### src/rtl/lsu_if.sv
// Data-memory side bundle of the load/store unit: execute-stage request,
// one-cycle response and the byte-addressed memory port.
interface lsu_if #(
  parameter int XLEN = 32
) ();
  logic            req_valid;
  logic            req_ready;
  logic            req_we;
  logic [2:0]      req_funct3;
  logic [XLEN-1:0] req_addr;
  logic [XLEN-1:0] req_wdata;

  logic            rsp_valid;
  logic [XLEN-1:0] rsp_rdata;
  logic            rsp_err;

  logic [XLEN-1:0] mem_addr;
  logic [1:0]      mem_sel;
  logic            mem_wen;
  logic [XLEN-1:0] mem_wdata;
  logic [XLEN-1:0] mem_rdata;

  modport master (
    output req_valid, req_we, req_funct3, req_addr, req_wdata, mem_rdata,
    input  req_ready, rsp_valid, rsp_rdata, rsp_err,
           mem_addr, mem_sel, mem_wen, mem_wdata
  );

  modport slave (
    input  req_valid, req_we, req_funct3, req_addr, req_wdata, mem_rdata,
    output req_ready, rsp_valid, rsp_rdata, rsp_err,
           mem_addr, mem_sel, mem_wen, mem_wdata
  );
endinterface

### src/rtl/lsu.sv
// RV32I load/store unit: one request at a time, misaligned half/word
// accesses are broken into little-endian byte beats.
module lsu #(
  parameter int XLEN = 32
) (
  input logic   clk,
  input logic   rst,
  lsu_if.slave  bus
);

  typedef enum logic [1:0] {IDLE, ACCESS, SPLIT, DONE} state_t;

  state_t          state_q, state_d;
  logic            we_q, we_d;
  logic [2:0]      f3_q, f3_d;
  logic [XLEN-1:0] addr_q, addr_d;
  logic [XLEN-1:0] wdata_q, wdata_d;
  logic [XLEN-1:0] data_q, data_d;
  logic            err_q, err_d;
  logic [1:0]      k_q, k_d;
  logic [XLEN-1:0] wdata_sh;
  logic            illegal;

  function automatic logic illegal_op(input logic we, input logic [2:0] f3);
    return (f3[1:0] == 2'b11) || (f3[2:1] == 2'b11) || (we && f3[2]);
  endfunction

  function automatic logic is_aligned(input logic [1:0] sz, input logic [1:0] a_lo);
    case (sz)
      2'd0:    return 1'b1;
      2'd1:    return !a_lo[0];
      default: return a_lo == 2'b00;
    endcase
  endfunction

  function automatic logic [XLEN-1:0] mask_size(input logic [1:0] sz,
                                                input logic [XLEN-1:0] d);
    case (sz)
      2'd0:    return {{(XLEN-8){1'b0}}, d[7:0]};
      2'd1:    return {{(XLEN-16){1'b0}}, d[15:0]};
      default: return d;
    endcase
  endfunction

  function automatic logic [XLEN-1:0] load_ext(input logic [2:0] f3,
                                               input logic [XLEN-1:0] d);
    logic signed [XLEN-1:0] r;
    case (f3)
      3'b000:  r = {{(XLEN-8){d[7]}}, d[7:0]};
      3'b001:  r = {{(XLEN-16){d[15]}}, d[15:0]};
      3'b100:  r = {{(XLEN-8){1'b0}}, d[7:0]};
      3'b101:  r = {{(XLEN-16){1'b0}}, d[15:0]};
      default: r = d;
    endcase
    return r;
  endfunction

  assign illegal = illegal_op(bus.req_we, bus.req_funct3);

  always_comb begin
    state_d  = state_q;
    we_d     = we_q;
    f3_d     = f3_q;
    addr_d   = addr_q;
    wdata_d  = wdata_q;
    data_d   = data_q;
    err_d    = err_q;
    k_d      = k_q;
    wdata_sh = wdata_q >> {k_q, 3'b000};

    bus.req_ready = 1'b0;
    bus.rsp_valid = 1'b0;
    bus.rsp_rdata = '0;
    bus.rsp_err   = 1'b0;
    bus.mem_addr  = '0;
    bus.mem_sel   = 2'd0;
    bus.mem_wen   = 1'b0;
    bus.mem_wdata = '0;

    case (state_q)
      IDLE: begin
        bus.req_ready = !rst;
        if (bus.req_valid && !rst) begin
          we_d    = bus.req_we;
          f3_d    = bus.req_funct3;
          addr_d  = bus.req_addr;
          wdata_d = bus.req_wdata;
          data_d  = '0;
          k_d     = 2'd0;
          err_d   = illegal;
          if (illegal)
            state_d = DONE;
          else if (is_aligned(bus.req_funct3[1:0], bus.req_addr[1:0]))
            state_d = ACCESS;
          else
            state_d = SPLIT;
        end
      end
      ACCESS: begin
        bus.mem_addr  = addr_q;
        bus.mem_sel   = f3_q[1:0];
        bus.mem_wen   = we_q;
        bus.mem_wdata = mask_size(f3_q[1:0], wdata_q);
        if (!we_q)
          data_d = mask_size(f3_q[1:0], bus.mem_rdata);
        state_d = DONE;
      end
      SPLIT: begin
        // Beat k moves byte k; the address wraps naturally at 2^XLEN.
        bus.mem_addr  = addr_q + XLEN'(k_q);
        bus.mem_sel   = 2'd0;
        bus.mem_wen   = we_q;
        bus.mem_wdata = {{(XLEN-8){1'b0}}, wdata_sh[7:0]};
        if (!we_q)
          data_d[{k_q, 3'b000} +: 8] = bus.mem_rdata[7:0];
        if (k_q == ((f3_q[1:0] == 2'd1) ? 2'd1 : 2'd3))
          state_d = DONE;
        else
          k_d = k_q + 2'd1;
      end
      DONE: begin
        bus.rsp_valid = 1'b1;
        bus.rsp_err   = err_q;
        bus.rsp_rdata = (we_q || err_q) ? '0 : load_ext(f3_q, data_q);
        state_d       = IDLE;
      end
      default: state_d = IDLE;
    endcase
  end

  always_ff @(posedge clk) begin
    if (rst) begin
      state_q <= IDLE;
      we_q    <= 1'b0;
      f3_q    <= 3'd0;
      addr_q  <= '0;
      wdata_q <= '0;
      data_q  <= '0;
      err_q   <= 1'b0;
      k_q     <= 2'd0;
    end else begin
      state_q <= state_d;
      we_q    <= we_d;
      f3_q    <= f3_d;
      addr_q  <= addr_d;
      wdata_q <= wdata_d;
      data_q  <= data_d;
      err_q   <= err_d;
      k_q     <= k_d;
    end
  end

endmodule

### src/flat_wrapper.sv
// flat-port wrapper written by rule: the top's interface ports become plain ports
module lsu_flat 
#(
  parameter int XLEN = 32
)
  (clk, rst, bus_req_valid, bus_req_we, bus_req_funct3, bus_req_addr, bus_req_wdata, bus_mem_rdata, bus_req_ready, bus_rsp_valid, bus_rsp_rdata, bus_rsp_err, bus_mem_addr, bus_mem_sel, bus_mem_wen, bus_mem_wdata);
  lsu_if #(.XLEN(XLEN)) bus_i ();
  input logic clk;
  input logic rst;
  input wire logic [$bits(bus_i.req_valid)-1:0] bus_req_valid;
  input wire logic [$bits(bus_i.req_we)-1:0] bus_req_we;
  input wire logic [$bits(bus_i.req_funct3)-1:0] bus_req_funct3;
  input wire logic [$bits(bus_i.req_addr)-1:0] bus_req_addr;
  input wire logic [$bits(bus_i.req_wdata)-1:0] bus_req_wdata;
  input wire logic [$bits(bus_i.mem_rdata)-1:0] bus_mem_rdata;
  output wire logic [$bits(bus_i.req_ready)-1:0] bus_req_ready;
  output wire logic [$bits(bus_i.rsp_valid)-1:0] bus_rsp_valid;
  output wire logic [$bits(bus_i.rsp_rdata)-1:0] bus_rsp_rdata;
  output wire logic [$bits(bus_i.rsp_err)-1:0] bus_rsp_err;
  output wire logic [$bits(bus_i.mem_addr)-1:0] bus_mem_addr;
  output wire logic [$bits(bus_i.mem_sel)-1:0] bus_mem_sel;
  output wire logic [$bits(bus_i.mem_wen)-1:0] bus_mem_wen;
  output wire logic [$bits(bus_i.mem_wdata)-1:0] bus_mem_wdata;
  assign bus_i.req_valid = bus_req_valid;
  assign bus_i.req_we = bus_req_we;
  assign bus_i.req_funct3 = bus_req_funct3;
  assign bus_i.req_addr = bus_req_addr;
  assign bus_i.req_wdata = bus_req_wdata;
  assign bus_i.mem_rdata = bus_mem_rdata;
  assign bus_req_ready = bus_i.req_ready;
  assign bus_rsp_valid = bus_i.rsp_valid;
  assign bus_rsp_rdata = bus_i.rsp_rdata;
  assign bus_rsp_err = bus_i.rsp_err;
  assign bus_mem_addr = bus_i.mem_addr;
  assign bus_mem_sel = bus_i.mem_sel;
  assign bus_mem_wen = bus_i.mem_wen;
  assign bus_mem_wdata = bus_i.mem_wdata;
  lsu #(.XLEN(XLEN)) u_core (.clk(clk), .rst(rst), .bus(bus_i));
endmodule
### config.mk
export PLATFORM = sky130hd
export DESIGN_NAME = lsu_flat
export DESIGN_NICKNAME = d
export VERILOG_FILES = /design/src/rtl/lsu_if.sv /design/src/rtl/lsu.sv /design/src/flat_wrapper.sv
export SDC_FILE = /design/constraint.sdc
export NUM_CORES = 1
export LEC_CHECK = 0
export BUFFER_PORTS_ARGS = -buffer_cell sky130_fd_sc_hd__buf_2
export CORE_MARGIN = 3
export CORE_UTILIZATION = 35
export DETAILED_ROUTE_END_ITERATION = 8
export SETUP_SLACK_MARGIN = 0.2
export SLEW_MARGIN = 20
export SYNTH_ARGS = -nofsm -noshare
export SYNTH_HDL_FRONTEND = slang
export SYNTH_SLANG_ARGS = --single-unit
### constraint.sdc
create_clock -name clk -period 6.3 [get_ports clk]
set_input_delay 1.575 -clock clk [delete_from_list [all_inputs] [get_ports clk]]
set_output_delay 1.575 -clock clk [all_outputs]
set_load 0.01 [all_outputs]
==> results of run 1 <==
==> logic make-up (layout without fill, tap and decap cells) <==
group / Yosys count / count (layout) / share of synthesized area
simple gates: 346 / 346 / 0.287
fa+ha+maj: 13 / 13 / 0.0268
mux: 12 / 12 / 0.0346
buf+inv: 98 / 260 / 0.0616
compound gates: 279 / 279 / 0.258
xor+xnor: 1 / 1 / 0.00138
other cells: 0 / 2 / 0
flops: 105 / 105 / 0.331
==> flip-flops by register name, summed over array words and instances (netlist names) <==
register / flops
u_core.wdata_q: 32
u_core.we_q: 1
u_core.k_q: 2
u_core.err_q: 1
u_core.addr_q: 32
u_core.state_q: 2
u_core.f3_q: 3
u_core.data_q: 32
==> worst reg2reg max path, stage by stage (launching register included) <==
cell and delay [ns]:
dfxtp_1 0.38, inv_1 0.10, ha_2 0.35, buf_4 0.30
o21a_1 0.23, a21oi_1 0.12, nand3b_1 0.67, nor2_1 0.75
a22o_1 0.25
==> worst max-delay path by stage <==
| stage | start | endpoint | slack (ns) | depth (start not counted) |
|---|---|---|---|---|
| 3_3_place_gp | u_core.k_q[1]$_SDFFE_PP0P_ | bus_mem_addr[28] | 1.80 | 7 |
| 2_1_floorplan | u_core.k_q[0]$_SDFFE_PP0P_ | bus_mem_addr[24] | 2.85 | 8 |
| 3_5_place_dp | u_core.k_q[1]$_SDFFE_PP0P_ | bus_mem_addr[28] | 1.79 | 7 |
| 6_report | u_core.k_q[1]$_SDFFE_PP0P_ | bus_mem_addr[30] | 1.41 | 7 |
| 4_1_cts | u_core.k_q[1]$_SDFFE_PP0P_ | bus_mem_addr[28] | 1.38 | 7 |
| 5_1_grt | u_core.k_q[1]$_SDFFE_PP0P_ | bus_mem_addr[30] | 1.04 | 7 |
==> synthesized netlist by cell type (all sizes together) (2+ instances only) <==
cell type    n
o21ai      133
mux2i        4
or2b         2
a21o         5
inv         29
nand3b       2
nand3       18
a41oi        6
dfxtp      105
nor3b        2
a21oi       60
and3        37
o21a         2
o31ai       10
clkbuf      51
ha          12
buf         17
a31oi        7
a22oi       26
and2        11
o41ai        3
nor2        24
mux4         8
or3          2
nand2b      64
nor2b       22
and4         2
nor3         4
o311a        3
o311ai       4
nand2      139
nor4bb       2
a22o         8
a21boi       2
nand4        6
o211ai       6
or4          5
==> where the power goes <==
group,total (mW),leakage [nW],switching (mW),internal (mW)
sequential,0.880,0.858,0.117,0.763
combinational,0.829,2.31,0.536,0.293
clock,0.604,0.154,0.276,0.328
==> per-layer routing <==
layer	vias to the layer above	part of all wire	GRT usage
met5	-	0	0
met1	3091	0.48	0.280
met2	198	0.46	0.323
met4	0	0.014	0.0423
li1	3320	-	-
met3	21	0.051	0.0441
==> layout make-up <==
cell class                 count  area [um2]
antenna                        2        5.00
clock buffer                  11         243
clock inverter                 5        70.1
fill                        1856        9750
inverter                      30         113
multi-input combinational    651        3870
sequential                   105        2100
tap                          225         282
timing repair buffer         214        1100
==> metrics by stage <==
step	instance area, um2	cells	utilization	total power [mW]	hold slack [ns]
after floorplan	6360	854	-	1.45	0.425
after global placement	7470	1225	0.426	1.71	0.436
after detailed placement	7470	1225	0.426	1.72	0.444
after CTS	7780	1241	0.444	2.33	0.463
after global routing	7780	1243	0.444	2.46	0.490
final	7780	1243	0.444	2.31	0.458
==> results by group, run 1 <==
Status
  – Status: completed

Detailed routing
  – Drt pass-1 iters: 5
  – Post-detailed-route count of antenna-violating nets: 0
  – DRC viols: 0
  – Final wirelength: 20600 um
  – Iteration-0 DRC Markers: roughly 380
  – Via count: 6630
  – Drt wl/cell: 16.6 um
  – Drt via density: roughly 5.3

Pwr
  – Lkg Pwr: 3.33 nW
  – Peak VDD IR: roughly 180 uV
  – PwrDens: 297 nW/um2

Critical path
  – Worst R2R Path Depth: 8
  – R2R setup slack: 3.11 ns
  – Worst-path maximum fanout: 16
  – Worst path most repeated cell: nand3_1
  – Worst EP required: 4.72 ns
  – Reg-to-Reg End: u_core.data_q[2]$_SDFFE_PP0P_
  – CP endpoint kind: output pin
  – Reg-to-Reg Start: u_core.state_q[0]$_SDFFE_PP0P_
  – Worst setup SP type: flop
  – Cells along the critical path: fa_1 -> nand3_1 -> nor2_1 -> nand3_1 -> or4_1 -> nand3_1 -> buf_2
  – Crit-path max cell delay: 0.80 ns
  – Worst Path Buf+Inv: 1
  – Arrival time of the worst setup path: between 3 and 4 ns
  – Crit-path leading delay family: simple AND/OR/NAND/NOR gates
  – Setup Crit Path Kind: reg -> out
  – Worst path slowest cell: dfxtp_1

Global route
  – Initial antenna violation count: 2
  – First-pass GRT wire length: 32800 um
  – Vias in the first global route: 6156
  – Congestion Overflow GR: 0
  – All-Layer GR Usage: 0.201
  – Pin count of the biggest net entering global routing: 112

Yosys
  – Largest cells by area after synthesis: dfxtp_1 33%, o21ai_0 10%, nand2_1 8.2%
  – Post-synth top area share: 0.331
  – Syn Inst Count: 854
  – EDFF count, synth: 0
  – Synth area leader: dfxtp_1
  – Synth cell types: 54
  – Seq cells post-synth: 105
  – Post-synthesis sequential area ratio: 0.331
  – Async S/R FF share, synth: 0
  – YS warnings: 0
  – Most used DFF post-synth: dfxtp_1
  – Post-Syn Area: 6360 um2
  – Syn Nets: 970
  – Avg Cell Area, Syn: 7.44 um2

Layout
  – Commonest cells after routing, fill and taps aside: 204 x buf_2, 139 x nand2_1, 133 x o21ai_0
  – Area grow syn2layout: 22.5%
  – Post-layout net count: 1127
  – Layout cell share with drive strength beyond 1: 0.245
  – Most common cell after layout, fill and taps aside: buf_2

Floorplanning
  – Core Box Area: between 15000 and 20000 um2
  – Die H: around 140 um
  – Num rows: 48
  – Die W: ~140 um
  – Die Area: 19800 um2
  – Initial Util: 0.362
  – I/O pins: ~200

Run
  – Maxcap violations: 0

STA
  – Tcrit/Tclk final: 0.777
  – Max_slew headroom: 0.284
  – Final Setup Violations: 0
  – Post-Route Skew: 0.00989 ns
  – Final Slew Violations: 0
  – Fin worst setup slack: 1.41 ns
  – Min cycle time layout: 4.89 ns
  – Unrepaired setup endpoints after global routing: false
  – Tightest Pin Transition: 1.07 ns
  – Final Hold Fails: 0
  – Fin Setup TNS: 0 ns
  – Fmax: 0.204 GHz

Clock tree
  – CTS root buf: clkbuf_16
  – H-Tree Depth: 3
  – Post-CTS resize count: 0
  – TritonCTS Buffers: 9
  – Later-pin clock latency in the skew report: 0.36 ns
  – CTS Sinks: 105
  – Cts hold-fix bufs: 0
  – Maximum clock path buffer count: 2
  – CTS tree: built
  – Post CTS Setup Buffer Count: 0
  – Reg clk slew, reported paths: 0.08 ns

Worst hold path
  – Hold_sp: u_core.data_q[22]$_SDFFE_PP0P_
  – Hold WC Path Type: reg -> reg
  – WHS Endpoint: u_core.data_q[22]$_SDFFE_PP0P_
  – Hold path depth: 2

Placement
  – IO buf count: around 200
  – Pre-CTS WS: around 1.8 ns
  – Gpl congestion: 0.843
  – DP HPWL: 14700 um
(Power assumes the default switching activity.)
==> run 2, diff against run 1 <==
Settings changed: ABC_AREA from default to 1.
Clock period 6.3 ns to 4.9 ns, I/O delays scaled along.
==> results by group, run 2 <==
Clock tree
  – Post-CTS resize count: 0 (unchanged)
  – Post CTS Setup Buffer Count: 0 (unchanged)
  – H-Tree Depth: 3 (unchanged)
  – CTS Sinks: 105 (unchanged)
  – CTS tree: built
  – Later-pin clock latency in the skew report: 0.36 ns (about the same)
  – TritonCTS Buffers: 9 (unchanged)
  – Reg clk slew, reported paths: 0.08 ns (about the same)
  – Maximum clock path buffer count: 2 (unchanged)
  – Cts hold-fix bufs: 0 (unchanged)
  – CTS root buf: clkbuf_16

Pwr
  – Lkg Pwr: 3.52 nW (+5.7%)
  – PwrDens: 411 nW/um2 (+38%)
  – Peak VDD IR: 232 uV (+28%)

Global route
  – Pin count of the biggest net entering global routing: 75 (-33%)
  – Initial antenna violation count: 4 (+2)
  – All-Layer GR Usage: 0.220 (+0.0188)
  – First-pass GRT wire length: 38600 um (+18%)
  – Vias in the first global route: 7296 (+19%)
  – Congestion Overflow GR: 0 (unchanged)

Floorplanning
  – Die H: 147 um (+4.3%)
  – Num rows: 50 (+4.2%)
  – Die Area: 21600 um2 (+8.8%)
  – Core Box Area: 19100 um2 (+8.8%)
  – Die W: 147 um (+4.3%)
  – Initial Util: 0.364 (+0.00136)
  – I/O pins: 205 (unchanged)

Status
  – Status: completed

STA
  – Min cycle time layout: roughly 4.2 ns
  – Unrepaired setup endpoints after global routing: false
  – Final Setup Violations: 0 (unchanged)
  – Tightest Pin Transition: 0.823 ns (-0.249 ns)
  – Tcrit/Tclk final: 0.856
  – Max_slew headroom: 0.450 (+0.166)
  – Fin Setup TNS: 0 ns (unchanged)
  – Fin worst setup slack: 0.706 ns (-0.701 ns)
  – Post-Route Skew: 0.0122 ns (+0.00233 ns)
  – Final Slew Violations: 0 (unchanged)
  – Fmax: between 0.2 and 0.25 GHz
  – Final Hold Fails: 0 (unchanged)

Critical path
  – Worst-path maximum fanout: 42 (+26)
  – R2R setup slack: 1.81 ns (-1.30 ns)
  – Reg-to-Reg Start: u_core.k_q[0]$_SDFFE_PP0P_
  – Arrival time of the worst setup path: 2.97 ns (-0.35 ns)
  – Worst R2R Path Depth: 11 (+3)
  – CP endpoint kind: output pin
  – Worst EP required: 3.67 ns (-1.05 ns)
  – Reg-to-Reg End: u_core.data_q[13]$_SDFFE_PP0P_
  – Worst setup SP type: flop
  – Setup Crit Path Kind: reg -> out

Worst hold path
  – Hold path depth: 2 (unchanged)
  – WHS Endpoint: u_core.data_q[7]$_SDFFE_PP0P_
  – Hold_sp: u_core.data_q[7]$_SDFFE_PP0P_
  – Hold WC Path Type: reg -> reg

Yosys
  – Post-synthesis sequential area ratio: 0.303 (-0.0279)
  – EDFF count, synth: 0 (unchanged)
  – Commonest cells post-synth: 319 x nand2_1, 156 x a21oi_1, 116 x o21ai_0
  – Seq cells post-synth: 105 (unchanged)
  – Async S/R FF share, synth: 0 (unchanged)
  – Syn Nets: 1262 (+30%)
  – Syn Inst Count: 1146 (+34%)
  – Avg Cell Area, Syn: 6.06 um2 (-19%)
  – Largest cells by area after synthesis: dfxtp_1 30%, nand2_1 17%, a21oi_1 11%
  – Count leader, synth: nand2_1
  – Post-Syn Area: 6940 um2 (+9.2%)
  – Most used DFF post-synth: dfxtp_1
  – Synth area leader: dfxtp_1
  – YS warnings: 0 (unchanged)
  – Post-synth top area share: 0.303 (-0.0279)
  – Synth cell types: 37 (-31%)

Detailed routing
  – Final wirelength: 24900 um (+21%)
  – Iteration-0 DRC Markers: 657 (+74%)
  – Post-detailed-route count of antenna-violating nets: 0 (unchanged)
  – DRC viols: 0 (unchanged)
  – Via count: 8019 (+21%)
  – Drt pass-1 iters: 6 (+1)
  – Drt wl/cell: 15.8 um (-4.6%)
  – Drt via density: 5.10 (-4.3%)

Layout
  – Area grow syn2layout: 20.4%
  – Post-layout net count: 1421 (+26%)
  – Finished Cell Area: 8360 um2 (+7.4%)
  – Commonest cells after routing, fill and taps aside: 319 x nand2_1, 204 x buf_2, 156 x a21oi_1
  – Post-route insts no fill: 1571 (+26%)
  – Top Registers: u_core.addr_q (32), u_core.data_q (32), u_core.wdata_q (32)
  – Most common cell after layout, fill and taps aside: nand2_1
  – Core Util, Final: 0.438 (-0.00582)
  – Layout cell share with drive strength beyond 1: 0.199 (-0.0458)

Placement
  – Cell Area, Placed: 8050 um2 (+7.8%)
  – Gpl congestion: 0.909 (+7.8%)
  – DP HPWL: 18100 um (+23%)
  – IO buf count: 204 (unchanged)
  – Pre-CTS WS: 1.13 ns (-0.659 ns)
  – Placed cells: 1554 (+27%)

Run
  – Maxcap violations: 0 (unchanged)
==> run 2: logic make-up (layout without fill, tap and decap cells) <==
kind of cell | Yosys count | in the layout | share of synthesized area
compound gates | 316 | 316 | 0.244
fa+ha+maj | 13 | 13 | 0.0245
buf+inv | 185 | 349 | 0.112
flops | 105 | 105 | 0.303
other cells | 0 | 1 | 0
simple gates | 527 | 527 | 0.317
==> run 2: through the flow <==
step / hold WS (ns) / power, mW
floorplan: 0.439 / 2.24
finish: 0.467 / 3.44
global placement: 0.451 / 2.67
detailed placement: 0.455 / 2.67
global route: 0.488 / 3.67
CTS: 0.467 / 3.44
==> run 2: worst max-delay path: stages (launching register included) <==
cell and delay [ns]:
dfxtp_1 0.40, inv_1 0.11, ha_1 0.72, clkinv_1 0.48, buf_4 0.42, nor3_1 0.28, buf_2 0.18
==> run 2: worst max path at each step <==
stage | startpoint | end | slack (ns)
final | u_core.state_q[0]$_SDFFE_PP0P_ | bus_mem_wdata[19] | 0.71
after global routing | u_core.state_q[0]$_SDFFE_PP0P_ | bus_mem_wdata[5] | 0.55
after CTS | u_core.state_q[0]$_SDFFE_PP0P_ | bus_mem_wdata[6] | 0.74
after detailed placement | u_core.state_q[0]$_SDFFE_PP0P_ | bus_mem_wdata[6] | 1.13
after global placement | u_core.state_q[0]$_SDFFE_PP0P_ | bus_mem_wdata[6] | 1.24
after floorplan | u_core.k_q[0]$_SDFFE_PP0P_ | bus_mem_addr[26] | 2.01
==> run 2: power by group <==
part           internal [mW]  switching (mW)  total, mW
Combinational          0.402            1.16       1.56
Sequential             0.979           0.124       1.10
Clock                  0.425           0.347      0.772
Total                   1.81            1.63       3.44
==> run 2: area by class of cell <==
type	instances	area, um2
Fill cell	2091	10700
Multi-Input combinational cell	856	4070
Sequential cell	105	2100
Timing Repair Buffer	215	1100
Inverter	118	445
Tap cell	260	325
Clock buffer	12	256
Clock inverter	4	51.3
Antenna cell	1	2.50
==> run 2: metal layers <==
metal / up-vias / part of all wire / global-route usage
met1: 3568 / 0.46 / 0.310
li1: 4077 / - / -
met5: - / 0.0016 / 0
met3: 41 / 0.075 / 0.0463
met4: 6 / 0.017 / 0.0621
met2: 327 / 0.45 / 0.342
